[config.mk]
export PLATFORM = sky130hd
export DESIGN_NAME = ula_muldiv
export DESIGN_NICKNAME = d
export VERILOG_FILES = /design/src/rtl/ula_pkg.sv /design/src/rtl/ula_muldiv_somador_n.sv /design/src/rtl/ula_muldiv.sv
export SDC_FILE = /design/constraint.sdc
export NUM_CORES = 1
export LEC_CHECK = 0
export CORE_MARGIN = 2
export CORE_UTILIZATION = 50
export DETAILED_ROUTE_END_ITERATION = 16
export GPL_TIMING_DRIVEN = 0
export PLACE_DENSITY = 0.73
export SYNTH_ARGS = -nofsm -noshare
export SYNTH_HDL_FRONTEND = slang
export SYNTH_SLANG_ARGS = --single-unit
[constraint.sdc]
create_clock -name clk -period 6.7 [get_ports clk]
set_input_delay 1.005 -clock clk [delete_from_list [all_inputs] [get_ports clk]]
set_output_delay 1.005 -clock clk [all_outputs]
set_load 0.02 [all_outputs]
[src/rtl/ula_pkg.sv]
// Shared encodings for the multiply/divide unit: operation codes and FSM states.
package ula_pkg;

  typedef enum logic [2:0] {
    OP_MULT  = 3'b000,
    OP_MULTU = 3'b001,
    OP_DIV   = 3'b010,
    OP_DIVU  = 3'b011,
    OP_MTHI  = 3'b100,
    OP_MTLO  = 3'b101
  } op_e;

  typedef enum logic [1:0] {
    OCIOSO = 2'b00,
    MULT   = 2'b01,
    DIV    = 2'b10,
    FIM    = 2'b11
  } state_e;

endpackage

[src/rtl/ula_muldiv_somador_n.sv]
// W-bit adder with carry-in/carry-out; the iterative unit uses it both for the
// shift-add product step and for the restoring-division trial subtraction.
module somador_n #(
  parameter int W = 33
) (
  input  logic [W-1:0] a_i,
  input  logic [W-1:0] b_i,
  input  logic         cin_i,
  output logic [W-1:0] sum_o,
  output logic         cout_o
);

  assign {cout_o, sum_o} = {1'b0, a_i} + {1'b0, b_i} + {{W{1'b0}}, cin_i};

endmodule

[src/rtl/ula_muldiv.sv]
// Iterative multiply/divide unit with HI/LO result registers. Signed operations
// iterate on magnitudes and apply the result signs when the last bit is done.
module ula_muldiv
  import ula_pkg::*;
#(
  parameter int N = 32
) (
  input  logic         clk,
  input  logic         reset_n,
  input  logic         inicio,
  input  logic [2:0]   operacao,
  input  logic [N-1:0] SrcA,
  input  logic [N-1:0] SrcB,
  output logic [N-1:0] HI,
  output logic [N-1:0] LO,
  output logic         ocupado,
  output logic         pronto,
  output logic         divZero
);

  localparam int CW = $clog2(N + 1);

  state_e         state_q, state_d;
  logic [N-1:0]   hi_q, hi_d;
  logic [N-1:0]   lo_q, lo_d;
  logic [N-1:0]   acc_q, acc_d;
  logic [N-1:0]   shf_q, shf_d;
  logic [N-1:0]   opnd_q, opnd_d;
  logic [CW-1:0]  cnt_q, cnt_d;
  logic           negLo_q, negLo_d;
  logic           negHi_q, negHi_d;
  logic           dz_q, dz_d;

  op_e            op;
  logic           isSigned;
  logic [N-1:0]   magA, magB;
  logic [N:0]     addA, addB, addSum;
  logic           addCin, addCout;
  logic [2*N-1:0] prod;

  assign op       = op_e'(operacao);
  assign isSigned = (op == OP_MULT) || (op == OP_DIV);
  assign magA     = (isSigned && SrcA[N-1]) ? -SrcA : SrcA;
  assign magB     = (isSigned && SrcB[N-1]) ? -SrcB : SrcB;

  // Multiply adds the multiplicand when the current multiplier bit is set;
  // divide subtracts the divisor from the shifted partial remainder.
  always_comb begin
    addA   = {1'b0, acc_q};
    addB   = shf_q[0] ? {1'b0, opnd_q} : '0;
    addCin = 1'b0;
    if (state_q == DIV) begin
      addA   = {acc_q, shf_q[N-1]};
      addB   = ~{1'b0, opnd_q};
      addCin = 1'b1;
    end
  end

  somador_n #(
    .W(N + 1)
  ) u_somador (
    .a_i   (addA),
    .b_i   (addB),
    .cin_i (addCin),
    .sum_o (addSum),
    .cout_o(addCout)
  );

  always_comb begin
    state_d = state_q;
    hi_d    = hi_q;
    lo_d    = lo_q;
    acc_d   = acc_q;
    shf_d   = shf_q;
    opnd_d  = opnd_q;
    cnt_d   = cnt_q;
    negLo_d = negLo_q;
    negHi_d = negHi_q;
    dz_d    = dz_q;
    prod    = '0;

    case (state_q)
      OCIOSO, FIM: begin
        if (state_q == FIM) state_d = OCIOSO;
        if (inicio) begin
          case (op)
            OP_MULT, OP_MULTU: begin
              acc_d   = '0;
              shf_d   = magB;
              opnd_d  = magA;
              negLo_d = isSigned && (SrcA[N-1] ^ SrcB[N-1]);
              negHi_d = 1'b0;
              cnt_d   = CW'(N);
              dz_d    = 1'b0;
              state_d = MULT;
            end
            OP_DIV, OP_DIVU: begin
              // A zero divisor skips iteration and leaves HI/LO untouched.
              if (SrcB == '0) begin
                dz_d    = 1'b1;
                state_d = FIM;
              end else begin
                acc_d   = '0;
                shf_d   = magA;
                opnd_d  = magB;
                negLo_d = isSigned && (SrcA[N-1] ^ SrcB[N-1]);
                negHi_d = isSigned && SrcA[N-1];
                cnt_d   = CW'(N);
                dz_d    = 1'b0;
                state_d = DIV;
              end
            end
            OP_MTHI: begin
              hi_d    = SrcA;
              dz_d    = 1'b0;
              state_d = FIM;
            end
            OP_MTLO: begin
              lo_d    = SrcA;
              dz_d    = 1'b0;
              state_d = FIM;
            end
            default: ;
          endcase
        end
      end

      MULT: begin
        acc_d = addSum[N:1];
        shf_d = {addSum[0], shf_q[N-1:1]};
        cnt_d = cnt_q - CW'(1);
        if (cnt_q == CW'(1)) begin
          prod = {acc_d, shf_d};
          if (negLo_q) prod = -prod;
          hi_d    = prod[2*N-1:N];
          lo_d    = prod[N-1:0];
          state_d = FIM;
        end
      end

      DIV: begin
        if (addCout) begin
          acc_d = addSum[N-1:0];
          shf_d = {shf_q[N-2:0], 1'b1};
        end else begin
          acc_d = addA[N-1:0];
          shf_d = {shf_q[N-2:0], 1'b0};
        end
        cnt_d = cnt_q - CW'(1);
        if (cnt_q == CW'(1)) begin
          lo_d    = negLo_q ? -shf_d : shf_d;
          hi_d    = negHi_q ? -acc_d : acc_d;
          state_d = FIM;
        end
      end

      default: state_d = OCIOSO;
    endcase
  end

  always_ff @(posedge clk or negedge reset_n) begin
    if (!reset_n) begin
      state_q <= OCIOSO;
      hi_q    <= '0;
      lo_q    <= '0;
      acc_q   <= '0;
      shf_q   <= '0;
      opnd_q  <= '0;
      cnt_q   <= '0;
      negLo_q <= 1'b0;
      negHi_q <= 1'b0;
      dz_q    <= 1'b0;
    end else begin
      state_q <= state_d;
      hi_q    <= hi_d;
      lo_q    <= lo_d;
      acc_q   <= acc_d;
      shf_q   <= shf_d;
      opnd_q  <= opnd_d;
      cnt_q   <= cnt_d;
      negLo_q <= negLo_d;
      negHi_q <= negHi_d;
      dz_q    <= dz_d;
    end
  end

  assign HI      = hi_q;
  assign LO      = lo_q;
  assign ocupado = (state_q == MULT) || (state_q == DIV);
  assign pronto  = (state_q == FIM);
  assign divZero = (state_q == FIM) && dz_q;

endmodule

==> results.yml <==
sta:
  drv_slew: 0
  period_share: 0.974
  slew_headroom: 0.288
  finalSetupTns_ns: 0
  finalCriticalPeriod_ns: 6.52
  fmax_mhz: 153
  worst_slew_pin_slew_ns: 1.05
  setup-violations-final: 0
  fin_ws_ns: 0.177
  clock_skew_ns: 0.0190
  hold_violations: 0
logic_synthesis:
  synth.top_cell.area_share: 0.251
  syn_inst: 2281
  ys_warn_count: 0
  synthArstFlopShare: 1.00
  yosys.cell_count.top_type: "nand2_1"
  synth-edff-count: 0
  synth.distinct_cells: 102
  syn-num-nets: 2397
  ys_dominant_reg_cell: "dfrtp_1"
  synthTopCellsByCount: "nand2_1 (269), nor2_1 (252), a21oi_1 (227)"
  synth-seq-area-share: 0.251
  ys_ff_latch: 171
  synth.avg_cell_area_um2: 7.48
  ys_top_cells_by_area: "dfrtp_1 (25%), xnor2_1 (7.7%), a21oi_1 (6.7%)"
  yosysTopAreaCell: "dfrtp_1"
  syn_area_um2: 17100
clock_network:
  cts-hold-fix-buffers: 0
  clockRootBuffer: "clkbuf_16"
  clock_path_buffers: 2
  cts_tree: "built"
  cts_sinks: 171
  htree_num_levels: 4
  path_clk_slew_ns: 0.07
  cts_buffers: 17
  clkLatencyLatePin_ns: 0.47
layout:
  final_nets: 2552
  layout-drive-gt1-share: 0.0805
  syn2layout_area_growth_pct: 17.5
  final_area_um2: 20000
  fillers: 3147
place:
  post_dp_cell_area_um2: 19000
  dp_hpwl_um: 60600
  routabilityCongestion: 1.03
  io_buffer_count: 136
  post-place-ws_ns: -2.11
detailed_routing:
  drc: 0
  drt_iter0_markers: 2711
  vias_per_cell: 6.75
  ant_nets: 0
  drt_wl_total_um: 75700
  wl_per_cell_um: 26.1
  first_pass_iters: 7
  num_vias: 19600
global_routing:
  grt_start_max_net_pins: 91
  grt.overflow.total: 0
  grtUsageTotal: 0.419
  grt_pass1_vias: 18200
  grt_pass1_wl_um: 112000
  antenna_found_initial: 3
die:
  initial_utilization: 0.509
  fp.dieH_um: 189
  dieWidth_um: 189
  die_area_um2: 35600
  rows: 67
  ioPinCount: 137
  core_area_um2: 33500
worst_hold_path:
  hold_path.class: "flip-flop to flip-flop"
  min_path_cells: 2
  hold_start: "LO[15]$_DFFE_PN0P_"
setup_path:
  crit_path_top_delay_cell: "and4bb_4"
  startpoint: "state_q[0]$_DFFE_PN0P_"
  crit_path_start_kind: "flip-flop"
  worstPathRequired_ns: 7.03
  crit_path_end_kind: "flip-flop"
  max_stage_delay_ns: 0.43
  path_class: "flip-flop to flip-flop"
  critPathArrivalTime_ns: 6.85
  crit_path_frequent_cell: "buf_8"
  critPathMaxFanout: 19
  r2r_cells: 28
  r2r-start: "state_q[0]$_DFFE_PN0P_"
job:
  maxCapViolCount: 0
run_status:
  outcome: "finished clean"
## sequential cells by signal, indices dropped and copies added (netlist names)
name     cells
negHi_q      1
LO          32
state_q      2
opnd_q      32
shf_q       32
acc_q       32
dz_q         1
cnt_q        6
negLo_q      1
HI          32
## metrics by stage
| stage | cells | hold WS, ns | utilization |
|---|---|---|---|
| 2_1_floorplan | 2281 | 0.441 | - |
| 3_3_place_gp | 2865 | 0.464 | 0.566 |
| 3_5_place_dp | 2867 | 0.469 | 0.567 |
| 4_1_cts | 2893 | 0.484 | 0.589 |
| 5_1_grt | 2895 | 0.498 | 0.597 |
| 6_report | 2896 | 0.479 | 0.598 |
## layer usage
metal / up-vias / GRT usage / wire length, um
met1: 9301 / 0.568 / 30100
li1: 8687 / - / -
met4: 4 / 0.209 / 4310
met3: 221 / 0.129 / 9940
met5: - / 0 / 31
met2: 1338 / 0.603 / 31300
## worst paths after layout
check	to	slack, ns
max in group asynchronous	opnd_q[3]$_DFFE_PN0P_	5.30
setup reg to reg	HI[28]$_DFFE_PN0P_	0.18
min in group asynchronous	acc_q[29]$_DFFE_PN0P_	0.51
setup / recovery	HI[28]$_DFFE_PN0P_	0.18
hold / removal	LO[15]$_DFFE_PN0P_	0.48
hold reg to reg	LO[15]$_DFFE_PN0P_	0.48
## cells in the final DEF, fill, tap and decap left out, types with 35 or more instances in the layout
| cell type | instances |
|---|---|
| a221oi_1 | 107 |
| clkdlybuf4s50_1 | 135 |
| dfrtp_1 | 171 |
| xnor2_1 | 150 |
| nand2_1 | 268 |
| clkbuf_1 | 142 |
| nand3_1 | 35 |
| inv_1 | 51 |
| xor2_1 | 44 |
| a211oi_1 | 38 |
| a21oi_1 | 221 |
| nor3_1 | 38 |
| o21ai_0 | 134 |
| nor2_1 | 251 |
| ha_1 | 36 |
| o31ai_1 | 69 |
## layout make-up
type / instances / area (um2) / share of cell area
Antenna cell: 1 / 2.50 / 0.000125
Buffer: 177 / 792 / 0.0395
Clock buffer: 20 / 467 / 0.0233
Clock inverter: 10 / 86.3 / 0.00431
Inverter: 56 / 214 / 0.0107
Multi-Input combinational cell: 1863 / 12100 / 0.606
Sequential cell: 171 / 4280 / 0.214
Tap cell: 448 / 561 / 0.0280
Timing Repair Buffer: 150 / 1490 / 0.0743
## critical path, delay by kind of cell, from the launching register on
family | cells | cell delay [ns]
xor gates and xnor gates | 1 | 0.24
buffers and inverters | 8 | 1.39
AOI/OAI and AO/OA | 9 | 1.90
DFF | 1 | 0.41
adders and majority gates | 3 | 0.74
and+or+nand+nor | 7 | 1.65
## cells by family after synthesis
group                    share of synthesized area
adder cells (fa/ha/maj)                     0.0342
multiplexers                                0.0322
XOR/XNOR                                    0.0996
flip-flops                                   0.251
buffers and inverters                       0.0575
AND/OR/NAND/NOR                              0.211
AO/OA/AOI/OAI                                0.314
## repair_timing
action | in CTS | in global routing
gates cloned | 0 | 0
pin swaps | 4 | 5
setup buffers | 3 | 9
gates resized for setup | 65 | 74
endpoints found under the setup margin | 54 | 17
Power is not shown: default switching activity piles up to over one toggle a cycle in this logic, so the estimate is an artifact.
